==> src/rtl/alu_sequencer.sv <==
// Handshaked single-issue front end for the combinational ALU, with a result accumulator.
// Optional result flags (res_zero, res_neg) are enabled by defining ALU_SEQ_FLAGS_EN.
//
// state   | meaning
// --------+-----------------------------------------------------------
// S_IDLE  | waiting for a command; cmd_ready high
// S_ISSUE | operands held on alu_*; settle counter running down to 0
// S_RESP  | captured result presented; waiting for res_ready
module alu_sequencer #(
  parameter int WIDTH  = 16,
  parameter int SEL_W  = 3,
  parameter int SETTLE = 1
) (
  input  logic             clk,
  input  logic             rst_n,
  input  logic             cmd_valid,
  output logic             cmd_ready,
  input  logic [WIDTH-1:0] cmd_a,
  input  logic [WIDTH-1:0] cmd_b,
  input  logic [SEL_W-1:0] cmd_sel,
  input  logic             cmd_chain,
  output logic [WIDTH-1:0] alu_a,
  output logic [WIDTH-1:0] alu_b,
  output logic [SEL_W-1:0] alu_sel,
  input  logic [WIDTH-1:0] alu_out,
  output logic             res_valid,
  input  logic             res_ready,
  output logic [WIDTH-1:0] res_data,
  output logic             busy
`ifdef ALU_SEQ_FLAGS_EN
  ,
  output logic             res_zero,
  output logic             res_neg
`endif
);

  localparam int CNT_W = (SETTLE > 1) ? $clog2(SETTLE) : 1;
  localparam logic [CNT_W-1:0] CNT_LOAD = CNT_W'(SETTLE - 1);

  typedef enum logic [1:0] {
    S_IDLE  = 2'd0,
    S_ISSUE = 2'd1,
    S_RESP  = 2'd2
  } state_t;

  state_t           r_state;
  state_t           w_state_nxt;
  logic [CNT_W-1:0] r_cnt;
  logic [WIDTH-1:0] r_alu_a;
  logic [WIDTH-1:0] r_alu_b;
  logic [SEL_W-1:0] r_alu_sel;
  logic [WIDTH-1:0] r_res_data;
  logic [WIDTH-1:0] r_acc;
  logic             w_accept;
  logic             w_capture;
  logic             w_cmd_ready;

  always_comb begin
    w_state_nxt = r_state;
    w_accept    = 1'b0;
    w_capture   = 1'b0;
    w_cmd_ready = 1'b0;
    case (r_state)
      S_IDLE: begin
        w_cmd_ready = 1'b1;
        if (cmd_valid) begin
          w_accept    = 1'b1;
          w_state_nxt = S_ISSUE;
        end
      end
      S_ISSUE: begin
        if (r_cnt == '0) begin
          w_capture   = 1'b1;
          w_state_nxt = S_RESP;
        end
      end
      S_RESP: begin
        if (res_ready) w_state_nxt = S_IDLE;
      end
      default: w_state_nxt = S_IDLE;
    endcase
  end

  always_ff @(posedge clk) begin
    if (!rst_n) begin
      r_state    <= S_IDLE;
      r_cnt      <= '0;
      r_alu_a    <= '0;
      r_alu_b    <= '0;
      r_alu_sel  <= '0;
      r_res_data <= '0;
      r_acc      <= '0;
    end else begin
      r_state <= w_state_nxt;
      if (w_accept) begin
        r_alu_a   <= cmd_chain ? r_acc : cmd_a;
        r_alu_b   <= cmd_b;
        r_alu_sel <= cmd_sel;
        r_cnt     <= CNT_LOAD;
      end else if (r_state == S_ISSUE && r_cnt != '0) begin
        r_cnt <= r_cnt - 1'b1;
      end
      // Accumulator only ever tracks captured results, so chaining sees the last completed op.
      if (w_capture) begin
        r_res_data <= alu_out;
        r_acc      <= alu_out;
      end
    end
  end

`ifdef ALU_SEQ_FLAGS_EN
  logic r_res_zero;
  logic r_res_neg;

  always_ff @(posedge clk) begin
    if (!rst_n) begin
      r_res_zero <= 1'b0;
      r_res_neg  <= 1'b0;
    end else if (w_capture) begin
      r_res_zero <= (alu_out == '0);
      r_res_neg  <= alu_out[WIDTH-1];
    end
  end

  assign res_zero = r_res_zero;
  assign res_neg  = r_res_neg;
`endif

  assign cmd_ready = w_cmd_ready;
  assign res_valid = (r_state == S_RESP);
  assign busy      = (r_state != S_IDLE);
  assign alu_a     = r_alu_a;
  assign alu_b     = r_alu_b;
  assign alu_sel   = r_alu_sel;
  assign res_data  = r_res_data;

endmodule

==> config.mk <==
export PLATFORM = sky130hd
export DESIGN_NAME = alu_sequencer
export DESIGN_NICKNAME = d
export VERILOG_FILES = /design/src/rtl/alu_sequencer.sv
export SDC_FILE = /design/constraint.sdc
export NUM_CORES = 1
export LEC_CHECK = 0
export CAP_MARGIN = 0
export CORE_UTILIZATION = 42
export CTS_CLUSTER_SIZE = 25
export DETAILED_ROUTE_END_ITERATION = 8
export PLACE_DENSITY = 0.8
export RECOVER_POWER = 50
export SLEW_MARGIN = 30
export SYNTH_ARGS = -nofsm -noshare
export SYNTH_HDL_FRONTEND = slang
export SYNTH_SLANG_ARGS = --single-unit
==> constraint.sdc <==
create_clock -name clk -period 1.45 [get_ports clk]
set_input_delay 0.2175 -clock clk [delete_from_list [all_inputs] [get_ports clk]]
set_output_delay 0.2175 -clock clk [all_outputs]
set_load 0.05 [all_outputs]
* Word-level counts from Yosys, hierarchy flattened
Index checks and enable logic that the tools add are counted.
** Word-level totals
- Latch bits :: 0
- Input port bits :: 56
- Memories kept :: 0
- RAM bits :: 0
- Output and inout bits :: 54
- Memory bits (read-only) :: 0
- Register bits after elaboration :: 54
- Logic and storage cells :: 28
** Cells by class
- Shift-type cells :: 0
- Reductions and logical operators :: 5
- Equality and inequality tests :: 5
- Multiplexer cells :: 10
- Divide/modulo/power cells :: 0
- Magnitude comparators :: 0
- Bitwise logic cells :: 1
- $add $sub $neg :: 1
- Multipliers :: 0
** Operators with widths (number)
- $mux W16 :: 1
- $mux W2 :: 3
- $pmux W2 S3 :: 1
- $mux W1 :: 5
- $ne A2 B2 Y1 const B :: 2
- $reduce_and A3 Y1 :: 1
- $eq A2 B1 Y1 const B :: 1
- $eq A2 B2 Y1 const B :: 1
- $logic_not A2 Y1 :: 1
- $ne A2 B1 Y1 const B :: 1
- $reduce_bool A2 Y1 :: 1
- $reduce_or A2 Y1 :: 1
- $logic_and A1 B1 Y1 :: 1
- $not A1 Y1 :: 1
- $sub A1 B1 Y1 const B :: 1

* Longest topological paths before layout
- Depth after elaboration :: 3
- Gate-level depth with buffers :: 5
- Gate-level depth less buffers :: 2

* Worst setup path after synthesis
OpenSTA, ideal clock, no wires.
- Path kind :: flip-flop to output port
- Start point :: register r_state[1]
- End point :: output port res_valid
- Path buffers :: 1
- Data required time :: 1.233 ns
- Data arrival time :: 1.427 ns
- Path slack :: -0.194 ns
- Cell stages (with the launch flop) :: 3
- Path through :: dfxtp_1 -> clkbuf_1 -> nor2b_1
** Between the ends
- Word-level cells in the longest chain between the ends :: 1
** RTL lines
- start, declared :: RTL line 46 : state_t r_state;
- start signal, assigned :: RTL line 94 : r_state <= w_state_nxt;
- $eq A2 B2 Y1 :: RTL line 130 : assign res_valid = (r_state == S_RESP);
- end, declared :: RTL line 26 : output logic res_valid,
Every way passes these cells.

* Worst setup path in the final report
- Start point :: register r_state[0]
- End point :: output port cmd_ready
** Between the ends
- Word-level cells in the longest chain between the ends :: 2
** RTL lines
- $logic_not A2 Y1 :: RTL line 63 : case (r_state)
- $mux W1 :: RTL line 63
- end, declared :: RTL line 17 : output logic cmd_ready,
Every way passes these cells.

==> flow_summary.json <==
{
  "grtUsageMet3_pct": 3.66,
  "synth_compound_area_share_pct": 12.1,
  "synth_area_leaders": "dfxtp_1 42%, mux2i_1 20%, nand2_1 10%, o211ai_1 6.5%, o211ai_2 4.9%",
  "layout_commonest_cell": "nand2_1",
  "synthAdderAreaFrac_pct": 0,
  "worstPathArrival_ns": 1.18,
  "grt_use_met1_pct": 25.7,
  "drv_slew": 0,
  "finalWorstSetupSlack_ns": 0.0505,
  "async_reset_ff_share_pct": 0,
  "layoutNonFillerInstCount": 441,
  "ir_drop_mv": 0.533,
  "min_period_ns": 1.40,
  "power_density_nw_per_um2": 962,
  "cts_made_buffers": 5,
  "core-area_um2": 5680,
  "area_growth_pct": 42.6,
  "drtIter0Drc": 86,
  "cts.reportedPaths.clkPinSlew_ns": 0.09,
  "status": "finished clean",
  "wirelength_um": 6580,
  "vias": 2258,
  "syn-num-nets": 318,
  "setup_viol": 0,
  "die_w_um": 79.9,
  "grt_overflow": 0,
  "worstMarginPinSlew_ns": 0.523,
  "fmax_mhz": 715,
  "grt_max_degree": 65,
  "synth_top_flop_cell": "dfxtp_1",
  "grt_pass1_vias": 2172,
  "min_path_type": "input pin to register",
  "ys_ff_latch": 54,
  "postCtsHoldBufs": 0,
  "antenna_found_initial": 0,
  "slowest_stage": "dfxtp_2",
  "power.leakage_nw": 1.65,
  "post-dp-hpwl_um": 4960,
  "rsz0062_at_grt": "no",
  "ys_warn_count": 0,
  "skew_ns": 0.00516,
  "rows": 27,
  "synth_xor_area_share_pct": 0,
  "syn_area_per_cell_um2": 9.72,
  "fillers": 488,
  "yosys.area_share.simple_pct": 17.7,
  "synth_top_area_cell": "dfxtp_1",
  "wire_per_inst_um": 14.9,
  "clock-sinks": 54,
  "cts_tree": "done",
  "crit_chain": "or2_4 -> inv_2 -> buf_4",
  "pre_cts_slack_ns": -0.0802,
  "period_share_pct": 96.5,
  "holdWs_ns": 0.307,
  "finalHoldViolations": 0,
  "maxCapViolations": 0,
  "layout-drive-gt1-share_pct": 24.1,
  "worstPathMaxFanout": 7,
  "drtAntennaViolNets": 0,
  "yosysSeqAreaShare_pct": 42.5,
  "use_met2_pct": 38.1,
  "critPathMaxStageDelay_ns": 0.38,
  "cts_root_buffer": "clkbuf_8",
  "synth_top_family_by_area": "multiplexers",
  "synthMuxAreaShare_pct": 20.4,
  "port_buffers": 109,
  "cp-start-kind": "register",
  "grt.busiest_layer": "met2",
  "synth.top_cell.area_share_pct": 42.5,
  "initial_core_util_pct": 44.9,
  "clk_latency_ns": 0.31,
  "crit_type": "register to primary output",
  "path_buf_inv": 2,
  "syn_inst": 262,
  "num_antenna_cells": 0,
  "crit_path_end_kind": "primary output",
  "place.gp.congestion": 0.793,
  "viasPerCell": 5.12,
  "synth.distinct_cells": 21,
  "drt_pass1_iterations": 4,
  "nNetsFinal": 424,
  "synth_edf_count": 0,
  "final_cell_mix": "70 x nand2_1, 54 x clkdlybuf4s50_1, 52 x mux2i_1, 52 x dfxtp_1, 45 x clkbuf_2",
  "slew_headroom_pct": 65.1,
  "drc": 0,
  "die_area_um2": 6380,
  "track_usage_pct": 21.6,
  "fp.dieH_um": 79.9,
  "clock_path_buffers": 2,
  "required_ns": 1.23,
  "syn_area_um2": 2550,
  "finalPower_mw": 3.49,
  "dp.cells": 432,
  "ios": 110,
  "critPathTopFamily": "flip-flops",
  "grt_pass1_wl_um": 10700,
  "cts.htree.levels": 2
}
## synth_stat cells, types with 2 or more instances
cell type  count
o211ai_1      22
nand3b_1      16
buf_2          6
dfxtp_1       54
buf_4          4
nor3b_1        2
nor3b_2        2
mux2i_1       52
nand2_1       70
clkbuf_1      10
buf_6          5
o211ai_2      10
## logic make-up (layout without fill, tap and decap cells)
logic type      count (synthesis)  in the layout
mux                            52             52
compound gates                 34             34
buf+inv                        28            135
flops                          54             54
simple gates                   94             94
## sequential cells by signal (all words and copies together) (netlist names)
| register | flops |
|---|---|
| r_state | 2 |
| r_acc | 16 |
| alu_b | 16 |
| alu_a | 16 |
| alu_sel | 3 |
| r_cnt | 1 |
## power breakdown
part           switching, mW  leakage, nW  internal (mW)
registers             0.0702        0.443           1.58
clock network          0.476       0.0482          0.386
logic                  0.596         1.16          0.387
total                   1.14         1.65           2.35
## metrics by stage
| step | util, % | instance area, µm² | TNS, ns |
|---|---|---|---|
| 3_5_place_dp | 71.2 | 4040 | -1.02 |
| 2_1_floorplan | - | 2550 | 0 |
| 4_1_cts | 73.1 | 4150 | 0 |
| 5_1_grt | 64.0 | 3630 | 0 |
| 6_report | 64.0 | 3630 | 0 |
| 3_3_place_gp | 71.2 | 4040 | -0.455 |
## worst register-to-register path: cells and delay by family, from the launching register on
family / cells / cell delay [ns]
simple gates: 1 / 0.20
mux: 1 / 0.24
buf+inv: 2 / 0.38
flops: 1 / 0.36
## cell type report
type,count,area (µm²),share of cell area (%)
inverters,1,3.75,0.103
multi-input cells,180,1300,35.8
clock inverters,1,5.00,0.138
flip-flops and latches,54,1090,29.9
clock buffers,7,86.3,2.38
repair buffers,126,1060,29.2
well taps,72,90.1,2.48
## layer usage
layer	vias up	part of all wire (%)
li1	1119	-
met1	1060	42
met2	64	51
met5	-	0
met4	0	2.9
met3	15	4.7
## timing repair
| action | CTS | global route |
|---|---|---|
| endpoints found under the setup margin | 2 | 1 |
| buffers inserted | 1 | 0 |
| resized for setup | 3 | 2 |
| pin swaps | 0 | 0 |
## path summary, 6_finish.rpt
path,from,end,slack [ns],cells after the start
worst max-delay path,r_state[0],cmd_ready,0.05,3
worst min-delay path,rst_n,r_cnt,0.31,2
worst max register to register,r_state[1],r_acc[12],0.18,4
worst min register to register,alu_b[9],alu_b[9],0.46,2
(Power assumes the default switching activity.)
